**src/rtl/signed_accum_stage.sv**
```systemverilog
// signed_accum_stage: accumulates blocks of 8-bit adder results into a wider
// saturating signed total, using the adder's overflow flag to recover the true
// 9-bit value of each sample. Completed block totals leave on a valid/ready
// handshake together with a sticky saturation flag and an overflow count.
module signed_accum_stage #(
    parameter int WIDTH     = 8,
    parameter int ACC_WIDTH = 16,
    parameter int LEN_WIDTH = 4
) (
    input  logic                        clk,
    input  logic                        reset,
    input  logic                        enable,
    input  logic        [LEN_WIDTH-1:0] block_len,
    input  logic                        in_valid,
    output logic                        in_ready,
    input  logic signed [WIDTH-1:0]     sum,
    input  logic                        overflow_flag,
    output logic                        out_valid,
    input  logic                        out_ready,
    output logic signed [ACC_WIDTH-1:0] acc_out,
    output logic                        acc_sat,
    output logic        [LEN_WIDTH-1:0] ovf_count
);

    localparam logic signed [ACC_WIDTH-1:0] ACC_MAX = {1'b0, {(ACC_WIDTH-1){1'b1}}};
    localparam logic signed [ACC_WIDTH-1:0] ACC_MIN = {1'b1, {(ACC_WIDTH-1){1'b0}}};

    typedef enum logic {ACCUM, HOLD} state_t;

    // Rebuild the true adder result: on overflow the stored sign bit is wrong,
    // so the inverted MSB becomes the 9th bit; then sign-extend to ACC_WIDTH.
    function automatic logic signed [ACC_WIDTH-1:0] true_value(
        input logic signed [WIDTH-1:0] s,
        input logic                    ovf
    );
        logic signed [WIDTH:0] t;
        t = {(ovf ? ~s[WIDTH-1] : s[WIDTH-1]), s};
        return {{(ACC_WIDTH-WIDTH-1){t[WIDTH]}}, t};
    endfunction

    // True when a + b falls outside the signed ACC_WIDTH range.
    function automatic logic add_overflows(
        input logic signed [ACC_WIDTH-1:0] a,
        input logic signed [ACC_WIDTH-1:0] b
    );
        logic signed [ACC_WIDTH:0] s;
        s = {a[ACC_WIDTH-1], a} + {b[ACC_WIDTH-1], b};
        return s[ACC_WIDTH] != s[ACC_WIDTH-1];
    endfunction

    // Saturating a + b: clamps to the signed ACC_WIDTH extremes.
    function automatic logic signed [ACC_WIDTH-1:0] sat_add(
        input logic signed [ACC_WIDTH-1:0] a,
        input logic signed [ACC_WIDTH-1:0] b
    );
        logic signed [ACC_WIDTH:0] s;
        s = {a[ACC_WIDTH-1], a} + {b[ACC_WIDTH-1], b};
        if (s[ACC_WIDTH] != s[ACC_WIDTH-1]) begin
            return s[ACC_WIDTH] ? ACC_MIN : ACC_MAX;
        end
        return s[ACC_WIDTH-1:0];
    endfunction

    // A zero block length would never terminate a block; treat it as one.
    function automatic logic [LEN_WIDTH-1:0] norm_len(input logic [LEN_WIDTH-1:0] l);
        return (l == '0) ? LEN_WIDTH'(1) : l;
    endfunction

    state_t                        state_p1, state_nxt;
    logic signed [ACC_WIDTH-1:0]   acc_p1;
    logic                          sat_p1;
    logic        [LEN_WIDTH-1:0]   ovf_p1;
    logic        [LEN_WIDTH-1:0]   cnt_p1;
    logic        [LEN_WIDTH-1:0]   len_p1;

    logic                          accept_p0;
    logic                          handoff_p0;
    logic                          last_p0;
    logic signed [ACC_WIDTH-1:0]   t_p0;

    // ---- stage 0: sample decode and handshake qualification ----
    assign t_p0       = true_value(sum, overflow_flag);
    assign accept_p0  = in_valid && in_ready;
    assign handoff_p0 = (state_p1 == HOLD) && enable && out_ready;
    assign last_p0    = (cnt_p1 == len_p1 - LEN_WIDTH'(1));

    // State register for the ACCUM/HOLD controller.
    always_ff @(posedge clk) begin
        if (!reset) begin
            state_p1 <= ACCUM;
        end else begin
            state_p1 <= state_nxt;
        end
    end

    // Next-state and handshake outputs; in_ready is also gated by reset so a
    // sample presented while reset is asserted is never reported as taken.
    always_comb begin
        state_nxt = state_p1;
        in_ready  = 1'b0;
        out_valid = 1'b0;
        case (state_p1)
            ACCUM: begin
                in_ready = enable && reset;
                if (accept_p0 && last_p0) state_nxt = HOLD;
            end
            HOLD: begin
                out_valid = 1'b1;
                if (handoff_p0) state_nxt = ACCUM;
            end
            default: state_nxt = ACCUM;
        endcase
    end

    // ---- stage 1: accumulator, per-block flags and counters ----
    // Accepted samples update the running block; a handoff clears it and
    // relatches the block length for the next block.
    always_ff @(posedge clk) begin
        if (!reset) begin
            acc_p1 <= '0;
            sat_p1 <= 1'b0;
            ovf_p1 <= '0;
            cnt_p1 <= '0;
            len_p1 <= norm_len(block_len);
        end else if (accept_p0) begin
            acc_p1 <= sat_add(acc_p1, t_p0);
            sat_p1 <= sat_p1 | add_overflows(acc_p1, t_p0);
            ovf_p1 <= ovf_p1 + LEN_WIDTH'(overflow_flag);
            cnt_p1 <= cnt_p1 + LEN_WIDTH'(1);
        end else if (handoff_p0) begin
            acc_p1 <= '0;
            sat_p1 <= 1'b0;
            ovf_p1 <= '0;
            cnt_p1 <= '0;
            len_p1 <= norm_len(block_len);
        end
    end

    assign acc_out   = acc_p1;
    assign acc_sat   = sat_p1;
    assign ovf_count = ovf_p1;

endmodule
```
**config.mk**
```make
export PLATFORM = sky130hd
export DESIGN_NAME = signed_accum_stage
export DESIGN_NICKNAME = d
export VERILOG_FILES = /design/src/rtl/signed_accum_stage.sv
export SDC_FILE = /design/constraint.sdc
export NUM_CORES = 1
export LEC_CHECK = 0
export BUFFER_PORTS_ARGS = -buffer_cell sky130_fd_sc_hd__buf_2
export CORE_UTILIZATION = 49
export CTS_CLUSTER_DIAMETER = 200
export CTS_CLUSTER_SIZE = 16
export DETAILED_ROUTE_END_ITERATION = 6
export GPL_TIMING_DRIVEN = 0
export HOLD_SLACK_MARGIN = 0.12
export PLACE_DENSITY = 0.72
export SLEW_MARGIN = 25
export SYNTH_ARGS = -nofsm -noshare
export SYNTH_HDL_FRONTEND = slang
export SYNTH_SLANG_ARGS = --single-unit
```
**constraint.sdc**
```tcl
create_clock -name clk -period 3.36 [get_ports clk]
set_input_delay 0.168 -clock clk [delete_from_list [all_inputs] [get_ports clk]]
set_output_delay 0.168 -clock clk [all_outputs]
set_load 0.01 [all_outputs]
```
==> impl_metrics.yaml, run 1 <==
critical_path:
  ff2ff_setup_slack_ns: 0.63
  critical_path.max_stage_delay_ns: 0.66
  worstPathCellList: "buf_2, xor2_1, ha_1, buf_2, a21oi_1, o21ai_1, or3_1, o21ai_4, a211oi_2, buf_4, a221o_1"
  reg2regPathDepth: 9
  critPathCaptureType: "register"
  critical_path_buf_inv_count: 3
  cp.arrival_ns: 3.01
  startpoint: "sum[7]"
  crit_path_frequent_cell: "buf_2"
  r2r-start: "acc_out[0]"
  cp.required_ns: 3.53
  critical_path.top_delay_family: "compound AO/OA/AOI/OAI gates"
  r2r_end: "acc_out[12]"
  cp_slowest_cell: "xor2_1"
  cp-start-kind: "primary input"
  criticalPathCategory: "in2reg"
  worst-path-max-fanout: 10
synthesis:
  synth_edf_count: 4
  synth_ff_type: "dfxtp_1"
  synthTopCellsByArea: "dfxtp_1, ha_1, a221o_1"
  syn-num-nets: 259
  synth-seq-cells: 30
  yosys_warnings: 0
  synth_adder_area_share_pct: 13.54
  syn_avg_cell_area_sq_um: 9.535
  synth_cell_types: 53
  synth_top_family_by_area: "compound AO/OA/AOI/OAI gates"
  ys_seq_area_share_pct: 30.68
  synth_compound_area_share_pct: 29.84
  synth-simple-area-share_pct: 13.90
  synth_top_area_share_pct: 24.93
  async_flop_share_pct: 0
  synth_area_sq_um: 2088
  muxShareOfSynthArea_pct: 0
  syn_inst: 219
  yosysTopAreaCell: "dfxtp_1"
  synthXorXnorAreaFrac_pct: 8.808
sta:
  tns_ns: 0
  hold_viol: 0
  fin_hold_ws_ns: 0.1405
  skew_ns: 0.005121
  tightest_slew_ns: 0.8247
  period_needed_ns: 2.840
  setup_slack_ns: 0.5196
  grt_setup_unrepaired: "no"
  fmax_ghz: 0.3521
  finalSetupViolCount: 0
  slew_headroom_pct: 44.83
  post-route-period-util_pct: 84.54
  slew_violations: 0
pwr:
  irDropWorstVdd_mv: 0.3295
  power-per-cell-area_nw_per_um2: 658.4
  p_leak_uw: 0.001143
drt:
  drt_pre_antenna_iters: 4
  remaining_drc_errors: 0
  vias_per_cell: 5.738
  first_iter_violations: 75
  vias: 1819
  antenna_left: 0
  wl_per_cell_microns: 14.24
  wl_mm: 4.514
die:
  coreArea_sq_um: 4058
  io_pins: 41
  start_util_pct: 51.46
  die_y_microns: 67.28
  num_rows: 23
  dieWidth_microns: 67.28
  die_area_sq_um: 4527
cts:
  path_clk_slew_ns: 0.07
  cts_tree: "done"
  post-cts-setup-buffers: 0
  cts_resized: 0
  cts_buffer_depth: 2
  cts_sinks: 30
  ctsRootBufferMaster: "clkbuf_8"
  numCtsBuffers: 5
  hold_buffers: 0
  worstSkewPairLatency_ns: 0.28
  htreeDepth: 2
global_routing:
  grt-ovfl-total: 0
  grt_pass1_wl_mm: 7.231
  grt_pass1_vias: 1658
  grtUsageTotal_pct: 21.28
  grt_antenna_before_repair: 0
  grt_max_degree: 11
flow_run:
  cap_violations: 0
cells_and_area:
  fillerInstances: 378
  drive_gt1_share_pct: 25.84
  mostFrequentLayoutCells: "buf_2, dfxtp_1, ha_1"
  area_growth_syn_to_layout_pct: 16.66
  fin_nets: 306
  postLayoutCellArea_sq_um: 2436
  layout_commonest_cell: "buf_2"
  antenna_cells: 0
hold_path:
  min-delay-start: "block_len[0]"
  whs_endpoint: "len_p1[0]"
  hold_class: "in2reg"
  whs_path_depth: 2
placed_design:
  gp_routability_congestion: 0.8608
  place_area_sq_um: 2351
  dp_slack_ns: 0.2261
  port_buffers: 40
  place_hpwl_mm: 3.446
outcome:
  outcome: "completed"
-- layer usage --
metal  track usage [%]  wire [microns]
met2             34.38            2071
met4             10.11              96
met3             3.885             137
met5                 0               0
met1             27.20            2207
-- worst register-to-register path: stages (launching register included) --
cell	delay, ns
dfxtp_1	0.32
ha_1	0.23
fa_1	0.44
a211oi_2	0.27
o21ai_2	0.13
o2111a_2	0.32
o21ai_4	0.22
a211oi_2	0.16
buf_4	0.22
a221o_1	0.30
-- per-stage QoR --
step                      util, %  instances  power (uW)
after floorplan                 -        219        1132
after global placement      57.94        309        1306
after detailed placement    57.94        309        1319
after CTS                   60.04        317        1616
after global routing        60.04        317        1733
final                       60.04        317        1604
-- sequential cells by signal (all words and copies together) (netlist names) --
register	count
acc_out	16
acc_sat	1
cnt_p1	4
len_p1	4
ovf_count	4
state_p1	1
-- Yosys cell counts (5+ instances only) --
| cell | number |
|---|---|
| nand3_1 | 8 |
| nor2_1 | 12 |
| ha_1 | 21 |
| a21o_1 | 6 |
| inv_1 | 5 |
| a221o_1 | 14 |
| nor3_1 | 5 |
| dfxtp_1 | 26 |
| o21ai_0 | 8 |
| nand2_1 | 15 |
| a21oi_1 | 14 |
| xnor2_1 | 10 |
| xor2_1 | 11 |
-- where the power goes --
group	switching [uW]	leakage, uW	internal [uW]
registers	55.9	0.000251	433
logic	458	0.000850	370
clock network	145	0.0000416	142
total	659	0.00114	945
-- worst max path at each step --
stage | endpoint | slack (ns) | cells past startpoint
after floorplan | acc_out[14] | 0.80 | 8
after global placement | acc_out[9] | 0.24 | 11
after detailed placement | acc_out[12] | 0.23 | 11
after CTS | acc_out[9] | 0.53 | 11
after global routing | acc_out[11] | 0.37 | 11
final | acc_out[12] | 0.52 | 11
-- kinds of logic (layout without fill, tap and decap cells) --
| family | count (synthesis) | count (layout) |
|---|---|---|
| AOI/OAI and AO/OA | 74 | 74 |
| xor gates and xnor gates | 21 | 21 |
| adders and majority gates | 22 | 22 |
| buffers and inverters | 14 | 62 |
| DFF | 30 | 30 |
| and+or+nand+nor | 58 | 58 |
-- layout make-up --
cell class | count | area, sq um | area share [%]
Timing Repair Buffer | 40 | 200.2 | 8.218
Clock buffer | 5 | 68.82 | 2.825
Inverter | 5 | 18.77 | 0.7704
Clock inverter | 3 | 16.27 | 0.6677
Sequential cell | 30 | 640.6 | 26.30
Tap cell | 50 | 62.56 | 2.568
Buffer | 9 | 48.80 | 2.003
Multi-Input combinational cell | 175 | 1380 | 56.65
(Power assumes the default switching activity.)
==> run 2, diff against run 1 <==
Settings changed: ABC_AREA from default to 1, PLACE_DENSITY 0.72 to 0.74.
Clock period 3.36 ns to 2.41 ns, I/O delays scaled along.
==> impl_metrics.yaml, run 2 <==
placed_design:
  gp_routability_congestion: 0.8502
  place_hpwl_mm: 4.275
  dp_cells: 438
  port_buffers: 40
  place_area_sq_um: 2606
pwr:
  p_leak_uw: 0.001449
  irDropWorstVdd_mv: 0.4313
  power-per-cell-area_nw_per_um2: 555.7
  pwr-share-clk_pct: 26.6
  combPwrFrac_pct: 37.0
  swShare_pct: 35.83
  p_int_uw: 991.7
  p_switching_uw: 553.8
  p_seq_share_pct: 36.4
critical_path:
  critical_path.top_delay_family: "simple AND/OR/NAND/NOR gates"
  criticalPathCategory: "reg2reg"
  crit_path_frequent_cell: "nand2_1"
  r2r_end: "acc_sat"
  worst-path-max-fanout: 10
  cp_slowest_cell: "fa_2"
  worstPathCellList: "ha_1, fa_2, nand2_1, nand2_1, nand3_1, nand2_2, nand2_2, nand2_1, nand2_1, nand2_2, nand2_2, buf_6, nand2_1, o21ai_0, inv_1"
  critPathCaptureType: "register"
  r2r-start: "acc_out[0]"
  cp.required_ns: 2.58
  cp-start-kind: "register"
  cp.arrival_ns: 2.38
  critical_path_buf_inv_count: 2
  reg2regPathDepth: 15
  ff2ff_setup_slack_ns: 0.20
  startpoint: "acc_out[0]"
  critical_path.max_stage_delay_ns: 0.36
synthesis:
  synth-simple-area-share_pct: 36.99
  syn-num-nets: 386
  synth_top_area_share_pct: 22.23
  syn_inst: 346
  synth-seq-cells: 30
  syn_avg_cell_area_sq_um: 6.766
  yosysTopAreaCell: "dfxtp_1"
  synth_area_sq_um: 2341
  yosysMostFrequentCell: "nand2_1"
  synth_adder_area_share_pct: 12.08
  ys_seq_area_share_pct: 27.37
  synth_cell_types: 30
  synth_ff_type: "dfxtp_1"
  synth_edf_count: 4
  synth.cells.most_frequent: "nand2_1, inv_1, a21oi_1, nand3_1, dfxtp_1"
  synthXorXnorAreaFrac_pct: 6.360
  yosys_warnings: 0
  synth_top_family_by_area: "simple AND/OR/NAND/NOR gates"
  async_flop_share_pct: 0
  muxShareOfSynthArea_pct: 0
  synthTopCellsByArea: "dfxtp_1, nand2_1, ha_1"
  synth_compound_area_share_pct: 9.353
drt:
  first_iter_violations: 137
  remaining_drc_errors: 0
  drt_pre_antenna_iters: 4
  vias: 2307
  antenna_left: 0
  wl_mm: 5.588
  wl_per_cell_microns: 12.34
  vias_per_cell: 5.093
cells_and_area:
  instances_no_fill: 453
  postLayoutCellArea_sq_um: 2781
  antenna_cells: 0
  fin_util_pct: 62.16
  mostFrequentLayoutCells: "nand2_1, buf_2, inv_1"
  layout_commonest_cell: "nand2_1"
  fin_nets: 440
  area_growth_syn_to_layout_pct: 18.81
  drive_gt1_share_pct: 18.95
  largest_reg_flops: 16
cts:
  numCtsBuffers: 5
  path_clk_slew_ns: 0.06
  cts_sinks: 30
  cts_tree: "done"
  worstSkewPairLatency_ns: 0.28
  ctsRootBufferMaster: "clkbuf_8"
  cts_buffer_depth: 2
  htreeDepth: 2
sta:
  tightest_slew_ns: 0.4952
  slew_violations: 0
  hold_viol: 0
  finalSetupViolCount: 0
  skew_ns: 0.002563
  period_needed_ns: 2.207
  fin_hold_ws_ns: 0.2458
  tns_ns: 0
  slew_headroom_pct: 66.99
  fmax_ghz: 0.4530
  post-route-period-util_pct: 91.60
die:
  coreArea_sq_um: 4474
  start_util_pct: 52.32
  dieWidth_microns: 71.12
  io_pins: 41
  die_area_sq_um: 5058
  die_y_microns: 71.12
  num_rows: 24
hold_path:
  whs_endpoint: "state_p1"
  hold_class: "in2reg"
  whs_path_depth: 4
  min-delay-start: "out_ready"
global_routing:
  grt_max_degree: 11
  grtUsageMet1_pct: 30.59
  grt_pass1_wl_mm: 9.342
  use_met2_pct: 40.60
  grtUsageTotal_pct: 23.68
  grt_pass1_vias: 2086
  grt-ovfl-total: 0
  grt_busiest_layer: "met2"
  grt_antenna_before_repair: 0
  use_met3_pct: 3.704
flow_run:
  cap_violations: 0
outcome:
  outcome: "completed"
[run 2: changes by cell type after synthesis, moves of 4 or more]
cell,before,now
a21o_1,6,0
a21oi_1,14,30
a221o_1,14,0
inv_1,5,33
nand2_1,15,117
nand2_2,0,13
nand3_1,8,30
o21ai_0,8,4
xor2_1,11,5
[run 2: worst max path at each step]
stage                        endpoint  slack, ns  cells after the start
after detailed placement      acc_sat      -0.28                     14
final                         acc_sat       0.20                     15
after global placement    acc_out[14]      -0.24                     13
after global routing      acc_out[14]    -0.0001                     14
after CTS                     acc_sat       0.01                     14
after floorplan               acc_sat       0.27                     13
[run 2: metal layers]
layer  vias to the layer above  part of all wire [%]
li1                       1222                     -
met1                      1035                    47
met2                        42                    48
met3                         8                   2.8
met4                         0                   1.8
met5                         -                     0
[run 2: stage by stage]
step | power [uW] | setup WS [ns]
after floorplan | 979.5 | 0.2700
after global placement | 1101 | -0.2415
after detailed placement | 1109 | -0.2785
after CTS | 1528 | 0.01254
after global routing | 1653 | -0.0001310
final | 1546 | 0.2025
[run 2: kinds of logic after synthesis]
| logic type | Yosys count |
|---|---|
| AOI/OAI and AO/OA | 39 |
| xor gates and xnor gates | 17 |
| adders and majority gates | 22 |
| buffers and inverters | 44 |
| DFF | 30 |
| and+or+nand+nor | 194 |
[run 2: area by class of cell]
class / instances / area, sq um
fillers: 432 / 1693
flip-flops and latches: 30 / 640.6
clock inverters: 1 / 5.005
clock buffers: 7 / 86.33
multi-input cells: 272 / 1531
plain buffers: 8 / 52.55
inverters: 36 / 135.1
repair buffers: 47 / 265.3
well taps: 52 / 65.06
[run 2: tightest hold or removal path: stages]
cell and delay (ns):
buf_2 0.07, nand3_1 0.14, nand2_1 0.09, a21oi_1 0.05
[run 2: power by group through the flow]
stage | clock (uW) | sequential, uW | combinational [uW]
4_1_cts | 419 | 561 | 548
5_1_grt | 440 | 564 | 649
6_report | 411 | 562 | 572
3_3_place_gp | 0 | 571 | 530
2_1_floorplan | 0 | 576 | 403
3_5_place_dp | 0 | 572 | 537
[run 2: timing repair]
item / CTS / global route
setup endpoints to repair: 0 / 16
hold endpoints to repair: 5 / 0
gates resized for setup: 0 / 4
setup buffers: 0 / 2
hold buffers: 5 / 0
==> run 3, diff against run 2 <==
Settings changed: REMOVE_ABC_BUFFERS from default to 1.
Clock period 2.41 ns to 1.85 ns, I/O delays scaled along.
==> impl_metrics.yaml, run 3 (synthesized netlist as in run 2, its figures left out) <==
outcome:
  outcome: "finished with violations"
  violations: "design-rule violations, negative setup slack"
critical_path:
  cp.arrival_ns: 2.25
  cp-start-kind: "register"
  worst-path-max-fanout: 8
  criticalPathCategory: "reg2reg"
  ff2ff_setup_slack_ns: -0.19
  cp.required_ns: 2.06
  critPathCaptureType: "register"
global_routing:
  grt_pass1_wl_mm: 10.01
  grt-ovfl-total: 0
  grt_antenna_before_repair: 0
  grt_pass1_vias: 2313
  grt_max_degree: 20
  grtUsageTotal_pct: 25.29
die:
  die_area_sq_um: 5058
  dieWidth_microns: 71.12
  start_util_pct: 52.32
  die_y_microns: 71.12
  coreArea_sq_um: 4474
  io_pins: 41
  num_rows: 24
placed_design:
  dp_slack_ns: -1.026
  place_hpwl_mm: 3.991
  dp_cells: 430
  gp_routability_congestion: 0.9445
  port_buffers: 40
cts:
  ctsRootBufferMaster: "clkbuf_8"
  cts_sinks: 30
  worstSkewPairLatency_ns: 0.29
  path_clk_slew_ns: 0.07
  numCtsBuffers: 5
  htreeDepth: 2
  cts_buffer_depth: 2
  cts_tree: "done"
drt:
  vias_per_cell: 5.484
  wl_mm: 6.364
  first_iter_violations: 214
  drt_pre_antenna_iters: 7
  wl_per_cell_microns: 13.99
  vias: 2495
  antenna_left: 0
  remaining_drc_errors: 1
cells_and_area:
  layout_commonest_cell: "nand2_1"
  register_area_sq_um: 654.4
  multiInputGateArea_sq_um: 1891
  mostFrequentLayoutCells: "nand2_1, buf_2, inv_1"
  antenna_cells: 0
  largest_reg_flops: 16
  fin_nets: 442
  fillerInstances: 355
  drive_gt1_share_pct: 33.00
  instances_no_fill: 455
  area_growth_syn_to_layout_pct: 36.13
sta:
  period_needed_ns: 2.038
  tightest_slew_ns: 0.6972
  grt_setup_unrepaired: "yes"
  skew_ns: 0.009307
  slew_violations: 0
  post-route-period-util_pct: 110.1
  fmax_ghz: 0.4908
  hold_viol: 0
  slew_headroom_pct: 53.23
  finalSetupViolCount: 17
  setup_slack_ns: -0.1876
hold_path:
  hold_class: "in2reg"
pwr:
  p_leak_uw: 0.001516
  power-per-cell-area_nw_per_um2: 701.3
  irDropWorstVdd_mv: 0.5106
flow_run:
  cap_violations: 0
## run 3: cell types whose count changed in the layout (fill, tap and decap cells not counted), sizes merged
cell,change
clkbuf,-6
buf,+6
clkinvlp,+2
nand2,+1
inv,-1
## run 3: power breakdown
group	internal, uW	switching (uW)
Combinational	393	588
Sequential	698	38.7
Clock	258	258
## run 3: path summary, 6_finish.rpt
check                   from           to  cells after the start
setup / recovery  acc_out[0]   acc_out[7]                     13
hold / removal         reset  acc_out[15]                      3
setup reg to reg  acc_out[0]   acc_out[7]                     13
hold reg to reg    cnt_p1[3]    cnt_p1[3]                      2
## run 3: metrics by stage
step	setup TNS [ns]	utilization (%)	hold WS, ns	cell area (sq um)	power (uW)
3_5_place_dp	-16.19	57.16	0.2867	2557	1422
4_1_cts	-3.086	64.93	0.1355	2905	2057
6_report	-2.756	71.22	0.1330	3187	2235
3_3_place_gp	-15.15	57.16	0.2846	2557	1404
5_1_grt	-4.743	71.22	0.1569	3187	2361
2_1_floorplan	-3.774	-	0.1914	2292	1249
## run 3: area by class of cell
class / instances / area share (%)
Multi-Input combinational cell: 273 / 59.32
Tap cell: 52 / 2.042
Sequential cell: 30 / 20.53
Timing Repair Buffer: 56 / 11.07
Inverter: 36 / 4.476
Clock inverter: 2 / 0.2748
Clock buffer: 6 / 2.277
## run 3: worst max-delay path, cell delays in order, from the launching register on
cell,delay (ns)
dfxtp_4,0.35
ha_4,0.16
fa_2,0.35
nand2_2,0.07
nand2_2,0.06
nand3_2,0.10
nand2_4,0.07
nand2_4,0.08
nand3_1,0.13
nand2_4,0.19
nand2_8,0.10
nand3_1,0.11
nand2_2,0.06
a21oi_2,0.12
## run 3: routing by layer
| metal | vias to the layer above | routed length [microns] | global-route usage [%] | part of all wire [%] |
|---|---|---|---|---|
| met1 | 1162 | 2681 | 31.06 | 42 |
| li1 | 1226 | - | - | - |
| met5 | - | 0 | 0 | 0 |
| met4 | 0 | 125 | 8.000 | 2.0 |
| met3 | 21 | 304 | 5.271 | 4.8 |
| met2 | 86 | 3252 | 44.34 | 51 |
## run 3: what timing repair did
action                     CTS  global route
setup endpoints to repair   17            20
setup buffers                5             6
resized for setup           37            45
hold buffers                 5             0
gates cloned                 1             0
pin swaps                   13            15
hold endpoints to repair     5             0
